[src/rtl/prog_loader_if.sv]
// Word stream into the program loader: valid/ready handshake plus payload.
interface prog_loader_if #(
    parameter int DATA_WIDTH = 32
);
    logic                  s_valid;
    logic                  s_ready;
    logic [DATA_WIDTH-1:0] s_data;

    modport master (output s_valid, output s_data, input  s_ready);
    modport slave  (input  s_valid, input  s_data, output s_ready);
endinterface

[src/rtl/prog_loader.sv]
// Loads data then instruction words from a stream into two BRAMs, holds the core
// stalled meanwhile, then runs it and counts cycles. Optional LOADER_CHECKSUM_EN adds a trailing sum beat.
module prog_loader #(
    parameter int DATA_WIDTH = 32,
    parameter int ADDR_WIDTH = 10,
    parameter int CYC_WIDTH  = 32
) (
    input  logic                  clk,
    input  logic                  rst,
    input  logic                  start,
    input  logic [ADDR_WIDTH-2:0] d_count,
    input  logic [ADDR_WIDTH-2:0] i_count,
    prog_loader_if.slave          s,
    output logic [ADDR_WIDTH-1:0] d_w_addr,
    output logic [DATA_WIDTH-1:0] d_w_dat,
    output logic                  d_w_enb,
    output logic [ADDR_WIDTH-1:0] i_w_addr,
    output logic [DATA_WIDTH-1:0] i_w_dat,
    output logic                  i_w_enb,
    output logic                  d_bram_init_done,
    output logic                  pc_stall,
    output logic                  run,
    output logic                  error,
    output logic [CYC_WIDTH-1:0]  run_cycles
);
    typedef enum logic [2:0] {
        IDLE,
        LOAD_D,
        LOAD_I,
`ifdef LOADER_CHECKSUM_EN
        CHECK,
`endif
        DRAIN,
        RUN,
        ERR
    } state_t;

`ifdef LOADER_CHECKSUM_EN
    localparam state_t AFTER_LOAD = CHECK;
`else
    localparam state_t AFTER_LOAD = DRAIN;
`endif

    localparam logic [ADDR_WIDTH-2:0] DEPTH   = {1'b1, {(ADDR_WIDTH-2){1'b0}}};
    localparam logic [ADDR_WIDTH-2:0] CNT_ONE = {{(ADDR_WIDTH-2){1'b0}}, 1'b1};
    localparam logic [CYC_WIDTH-1:0]  CYC_ONE = {{(CYC_WIDTH-1){1'b0}}, 1'b1};

    state_t                state_q, state_d;
    logic [ADDR_WIDTH-2:0] d_cnt_q, i_cnt_q, idx_q;
    logic [ADDR_WIDTH-1:0] w_addr_q;
    logic [DATA_WIDTH-1:0] w_dat_q;
    logic                  wr_d_q, wr_i_q;
    logic [CYC_WIDTH-1:0]  cyc_q;
    logic                  ready, accept, pay_acc, last_beat, load_go;
`ifdef LOADER_CHECKSUM_EN
    logic [DATA_WIDTH-1:0] sum_q;
`endif

    assign accept    = s.s_valid & ready;
    assign pay_acc   = accept & ((state_q == LOAD_D) | (state_q == LOAD_I));
    assign last_beat = (state_q == LOAD_D) ? (idx_q == d_cnt_q - CNT_ONE)
                                           : (idx_q == i_cnt_q - CNT_ONE);
    assign load_go   = start & ((state_q == IDLE) | (state_q == RUN) | (state_q == ERR));

    always_comb begin
        state_d = state_q;
        ready   = 1'b0;
        case (state_q)
            IDLE, RUN, ERR: begin
                if (start) begin
                    if (d_count > DEPTH || i_count > DEPTH) state_d = ERR;
                    else if (d_count != '0)                 state_d = LOAD_D;
                    else if (i_count != '0)                 state_d = LOAD_I;
                    else                                    state_d = AFTER_LOAD;
                end
            end
            LOAD_D: begin
                ready = 1'b1;
                if (accept && last_beat) state_d = (i_cnt_q != '0) ? LOAD_I : AFTER_LOAD;
            end
            LOAD_I: begin
                ready = 1'b1;
                if (accept && last_beat) state_d = AFTER_LOAD;
            end
`ifdef LOADER_CHECKSUM_EN
            CHECK: begin
                ready = 1'b1;
                if (accept) state_d = (s.s_data == sum_q) ? DRAIN : ERR;
            end
`endif
            DRAIN:   state_d = RUN;
            default: state_d = IDLE;
        endcase
    end

    always_ff @(posedge clk) begin
        if (rst) begin
            state_q  <= IDLE;
            d_cnt_q  <= '0;
            i_cnt_q  <= '0;
            idx_q    <= '0;
            w_addr_q <= '0;
            w_dat_q  <= '0;
            wr_d_q   <= 1'b0;
            wr_i_q   <= 1'b0;
            cyc_q    <= '0;
`ifdef LOADER_CHECKSUM_EN
            sum_q    <= '0;
`endif
        end else begin
            state_q <= state_d;
            wr_d_q  <= pay_acc & (state_q == LOAD_D);
            wr_i_q  <= pay_acc & (state_q == LOAD_I);
            if (pay_acc) begin
                w_addr_q <= {idx_q[ADDR_WIDTH-3:0], 2'b00};
                w_dat_q  <= s.s_data;
            end
            if (load_go) begin
                d_cnt_q <= d_count;
                i_cnt_q <= i_count;
                idx_q   <= '0;
            end else if (pay_acc) begin
                idx_q <= last_beat ? '0 : idx_q + CNT_ONE;
            end
            // Any accepted start that begins a load resets the cycle count for the next run.
            if (load_go && state_d != ERR)            cyc_q <= '0;
            else if (state_q == RUN && cyc_q != '1)   cyc_q <= cyc_q + CYC_ONE;
`ifdef LOADER_CHECKSUM_EN
            if (load_go)      sum_q <= '0;
            else if (pay_acc) sum_q <= sum_q + s.s_data;
`endif
        end
    end

    assign s.s_ready        = ready;
    assign d_w_addr         = w_addr_q;
    assign d_w_dat          = w_dat_q;
    assign d_w_enb          = wr_d_q;
    assign i_w_addr         = w_addr_q;
    assign i_w_dat          = w_dat_q;
    assign i_w_enb          = wr_i_q;
    assign run              = (state_q == RUN);
    assign pc_stall         = ~run;
    assign d_bram_init_done = run;
    assign error            = (state_q == ERR);
    assign run_cycles       = cyc_q;
endmodule

[src/flat_wrapper.sv]
// flat-port wrapper written by rule: the top's interface ports become plain ports
module prog_loader_flat 
#(
    parameter int DATA_WIDTH = 32,
    parameter int ADDR_WIDTH = 10,
    parameter int CYC_WIDTH  = 32
)
  (clk, rst, start, d_count, i_count, d_w_addr, d_w_dat, d_w_enb, i_w_addr, i_w_dat, i_w_enb, d_bram_init_done, pc_stall, run, error, run_cycles, s_s_valid, s_s_data, s_s_ready);
  prog_loader_if #(.DATA_WIDTH(DATA_WIDTH)) s_i ();
  input  logic clk;
  input  logic rst;
  input  logic start;
  input  logic [ADDR_WIDTH-2:0] d_count;
  input  logic [ADDR_WIDTH-2:0] i_count;
  output logic [ADDR_WIDTH-1:0] d_w_addr;
  output logic [DATA_WIDTH-1:0] d_w_dat;
  output logic d_w_enb;
  output logic [ADDR_WIDTH-1:0] i_w_addr;
  output logic [DATA_WIDTH-1:0] i_w_dat;
  output logic i_w_enb;
  output logic d_bram_init_done;
  output logic pc_stall;
  output logic run;
  output logic error;
  output logic [CYC_WIDTH-1:0] run_cycles;
  input wire logic [$bits(s_i.s_valid)-1:0] s_s_valid;
  input wire logic [$bits(s_i.s_data)-1:0] s_s_data;
  output wire logic [$bits(s_i.s_ready)-1:0] s_s_ready;
  assign s_i.s_valid = s_s_valid;
  assign s_i.s_data = s_s_data;
  assign s_s_ready = s_i.s_ready;
  prog_loader #(.DATA_WIDTH(DATA_WIDTH), .ADDR_WIDTH(ADDR_WIDTH), .CYC_WIDTH(CYC_WIDTH)) u_core (.clk(clk), .rst(rst), .start(start), .d_count(d_count), .i_count(i_count), .s(s_i), .d_w_addr(d_w_addr), .d_w_dat(d_w_dat), .d_w_enb(d_w_enb), .i_w_addr(i_w_addr), .i_w_dat(i_w_dat), .i_w_enb(i_w_enb), .d_bram_init_done(d_bram_init_done), .pc_stall(pc_stall), .run(run), .error(error), .run_cycles(run_cycles));
endmodule
[config.mk]
export PLATFORM = sky130hd
export DESIGN_NAME = prog_loader_flat
export DESIGN_NICKNAME = d
export VERILOG_FILES = /design/src/rtl/prog_loader_if.sv /design/src/rtl/prog_loader.sv /design/src/flat_wrapper.sv
export SDC_FILE = /design/constraint.sdc
export NUM_CORES = 1
export LEC_CHECK = 0
export ABC_AREA = 1
export CAP_MARGIN = 30
export CORE_ASPECT_RATIO = 1.1
export CORE_MARGIN = 1.5
export CORE_UTILIZATION = 45
export DETAILED_ROUTE_END_ITERATION = 7
export PLACE_DENSITY = 0.78
export SLEW_MARGIN = 10
export SYNTH_ARGS = -nofsm -noshare
export SYNTH_HDL_FRONTEND = slang
export SYNTH_SLANG_ARGS = --single-unit
[constraint.sdc]
create_clock -name clk -period 6.85 [get_ports clk]
set_input_delay 1.0275 -clock clk [delete_from_list [all_inputs] [get_ports clk]]
set_output_delay 1.0275 -clock clk [all_outputs]
set_load 0.05 [all_outputs]
==> flow_summary.json <==
{
  "timing_hold_violations_final": 0,
  "final.period_utilization_pct": 55.41,
  "routed_via_density": 4.888,
  "power_per_cell_area_nw_per_um2": 210.8,
  "cts.path.max_buffers": 2,
  "async_reset_ff_share_pct": 0,
  "report.final.slew_viol_count": 0,
  "gr-total-overflow": 0,
  "insertedDiodeCount": 0,
  "critical_path.endpoint_type": "register",
  "critical_path.slowest_cell": "nand2_2",
  "layout-drive-gt1-share_pct": 7.420,
  "ys_ff_latch": 104,
  "coreArea_um2": 12030,
  "post_synth_main_area_contributors": "dfxtp_1 38%, nor2_1 8.7%, nand2_1 7.6%",
  "global_route.usage.total_pct": 21.84,
  "grt_pass1_vias": 4684,
  "gp_routability_congestion": 0.8956,
  "clk_pin_slew_ns": 0.07,
  "dp.final_hpwl_um": 10650,
  "wire_length_of_the_first_global_routing_pass_um": 22660,
  "crit_path_cell_trace": "clkdlybuf4s50_1, inv_1, nor2_1, clkinv_1, nand2_2, buf_4, inv_1, nand2_1, nor3b_1",
  "pin_count": 177,
  "cpMostUsedCell": "inv_1",
  "cts_root_buffer": "clkbuf_16",
  "synthesis.area_per_instance_um2": 7.072,
  "worstSetupPathType": "input port to register",
  "number_of_antenna_violations_at_the_first_check_in_global_routing": 0,
  "grt_setup_unrepaired": "false",
  "cts_repair_resize_count": 0,
  "worst_hold_path_type": "register to register",
  "post-synth-top-count-cell": "nor2_1",
  "design_area_um2": 7317,
  "place_area_um2": 7014,
  "total_leakage_power_nw": 2.735,
  "wire_per_inst_um": 13.22,
  "netlist.area_leader.share_pct": 37.65,
  "synth_largest_area_cell": "dfxtp_1",
  "netlist_area_um2": 5530,
  "cts_hold_buffers": 0,
  "postRouteAntennaNets": 0,
  "peak_supply_drop_mv": 0.1769,
  "fmaxAchievable_mhz": 263.5,
  "finish.net_count": 956,
  "yosysWarnings": 0,
  "dr.pass1.iters": 5,
  "post_synth_num_cell_types": 35,
  "critical-path-max-stage-delay_ns": 0.76,
  "critPathMaxFanout": 36,
  "worst_slew_margin_pct": 39.00,
  "clock_insertion_delay_worst_skew_ns": 0.34,
  "cts_htree_levels": 3,
  "ys_seq_area_share_pct": 37.65,
  "initial_utilization_pct": 45.96,
  "arrival_ns": 4.02,
  "number_of_flops_mapped_to_enable_cells_by_yosys": 0,
  "tightest_slew_ns": 0.9117,
  "finalSetupTns_ns": 0,
  "numClockSinks": 104,
  "routed_wirelength_um": 13970,
  "reg2reg_setup_slack_ns": 3.56,
  "grt_start_max_net_pins": 58,
  "netlist_instances": 782,
  "cp_data_required_time_ns": 7.08,
  "final.hold.worst_slack_ns": 0.4552,
  "rows": 42,
  "status": "completed",
  "cts_post_setup_buffers_inserted": 0,
  "buffer_ports.inserted": 172,
  "die_h_um": 119.3,
  "commonest_cells_post_synth": "128 x nor2_1, 112 x nand2_1, 104 x dfxtp_1, 91 x inv_1, 62 x o21ai_0",
  "ys_dominant_reg_cell": "dfxtp_1",
  "clock-skew-final_ns": 0.01393,
  "dieArea_um2": 12960,
  "drt-initial-drc-count": 194,
  "drc_violations_left": 0,
  "worst_setup_path_start_kind": "input port",
  "drv.max_cap_violation_count": 0,
  "syn_to_final_growth_pct": 32.31,
  "floorplan.die.width_um": 108.7,
  "tritoncts": "built",
  "via_count": 5167,
  "numCtsBuffers": 9,
  "setup_viol": 0,
  "fin_crit_ns": 3.796
}
[final timing paths]
path | startpoint | to | cells after the start
max | start | u_core.idx_q[6] | 9
min | u_core.d_cnt_q[1] | u_core.d_cnt_q[1] | 2
max reg2reg | u_core.state_q[1] | u_core.run_cycles[6] | 13
min reg2reg | u_core.d_cnt_q[1] | u_core.d_cnt_q[1] | 2
[final cells by class]
cell class	instances	area [um^2]
fillers	1121	4717
clock buffers	9	225.2
multi-input cells	513	2631
flip-flops and latches	104	2082
repair buffers	176	1752
inverters	95	356.6
clock inverters	6	77.57
well taps	154	192.7
[critical path, delay by kind of cell]
kind	cells	cell delay, ns
AND/OR/NAND/NOR	4	1.28
buffers and inverters	5	1.70
[sequential cells by signal, summed over array words and instances, names as in the netlist]
signal,cells
u_core.d_w_dat,32
u_core.run_cycles,32
u_core.d_cnt_q,9
u_core.i_cnt_q,9
u_core.idx_q,9
u_core.d_w_addr,8
u_core.state_q,3
u_core.d_w_enb,1
u_core.i_w_enb,1
[metrics by stage]
stage,worst slack [ns],utilization (%),power (W),std cells
5_1_grt,2.775,60.80,0.001606,1057
3_5_place_dp,2.697,58.29,0.001031,1042
6_report,3.054,60.80,0.001542,1057
3_3_place_gp,2.757,58.29,0.001027,1042
2_1_floorplan,3.990,-,0.0009320,785
4_1_cts,3.051,60.80,0.001550,1057
[report_power, final]
part | switching, W | internal (W) | leakage (nW) | total, W
logic | 0.000242 | 0.000124 | 1.74 | 0.000367
clock network | 0.000238 | 0.000288 | 0.146 | 0.000526
registers | 0.0000198 | 0.000630 | 0.847 | 0.000650
total | 0.000500 | 0.00104 | 2.74 | 0.00154
[layout by cell type, fill, tap and decap left out, types with 2 or more instances in the layout]
cell type,Yosys,layout
o21ai_1,4,4
inv_8,0,2
xnor2_1,7,7
clkbuf_16,0,9
nand2_1,112,111
nor3_1,21,21
nand4_1,11,11
nor2_4,2,2
ha_1,3,3
nor3b_1,2,2
nor4_1,9,9
a21oi_2,30,30
or2_2,2,2
inv_1,91,91
nand3_1,36,36
dfxtp_1,104,104
clkdlybuf4s50_1,0,172
nor2_2,3,3
buf_4,45,4
nand2_2,5,6
clkinv_4,0,2
o21ai_0,62,62
nor2_1,128,128
inv_2,3,3
xor2_1,30,30
mux2i_1,3,3
conb_1,1,4
a21oi_1,33,33
[routing by layer]
layer  global-route usage, %  part of all wire (%)
met1                   28.71                    45
met3                   3.558                   4.9
met2                   36.79                    49
met4                   5.757                   1.2
met5                       0                     0
[kinds of logic after synthesis]
logic type                 after synthesis  share of synthesized area (%)
AOI/OAI and AO/OA                      131                          13.94
xor gates and xnor gates                37                          5.860
adders and majority gates                3                         0.6788
buffers and inverters                  168                          15.02
DFF                                    104                          37.65
muxes                                    3                         0.5430
other                                    1                        0.06781
and+or+nand+nor                        335                          26.24
Note: power is estimated with default switching activity, not from simulation.
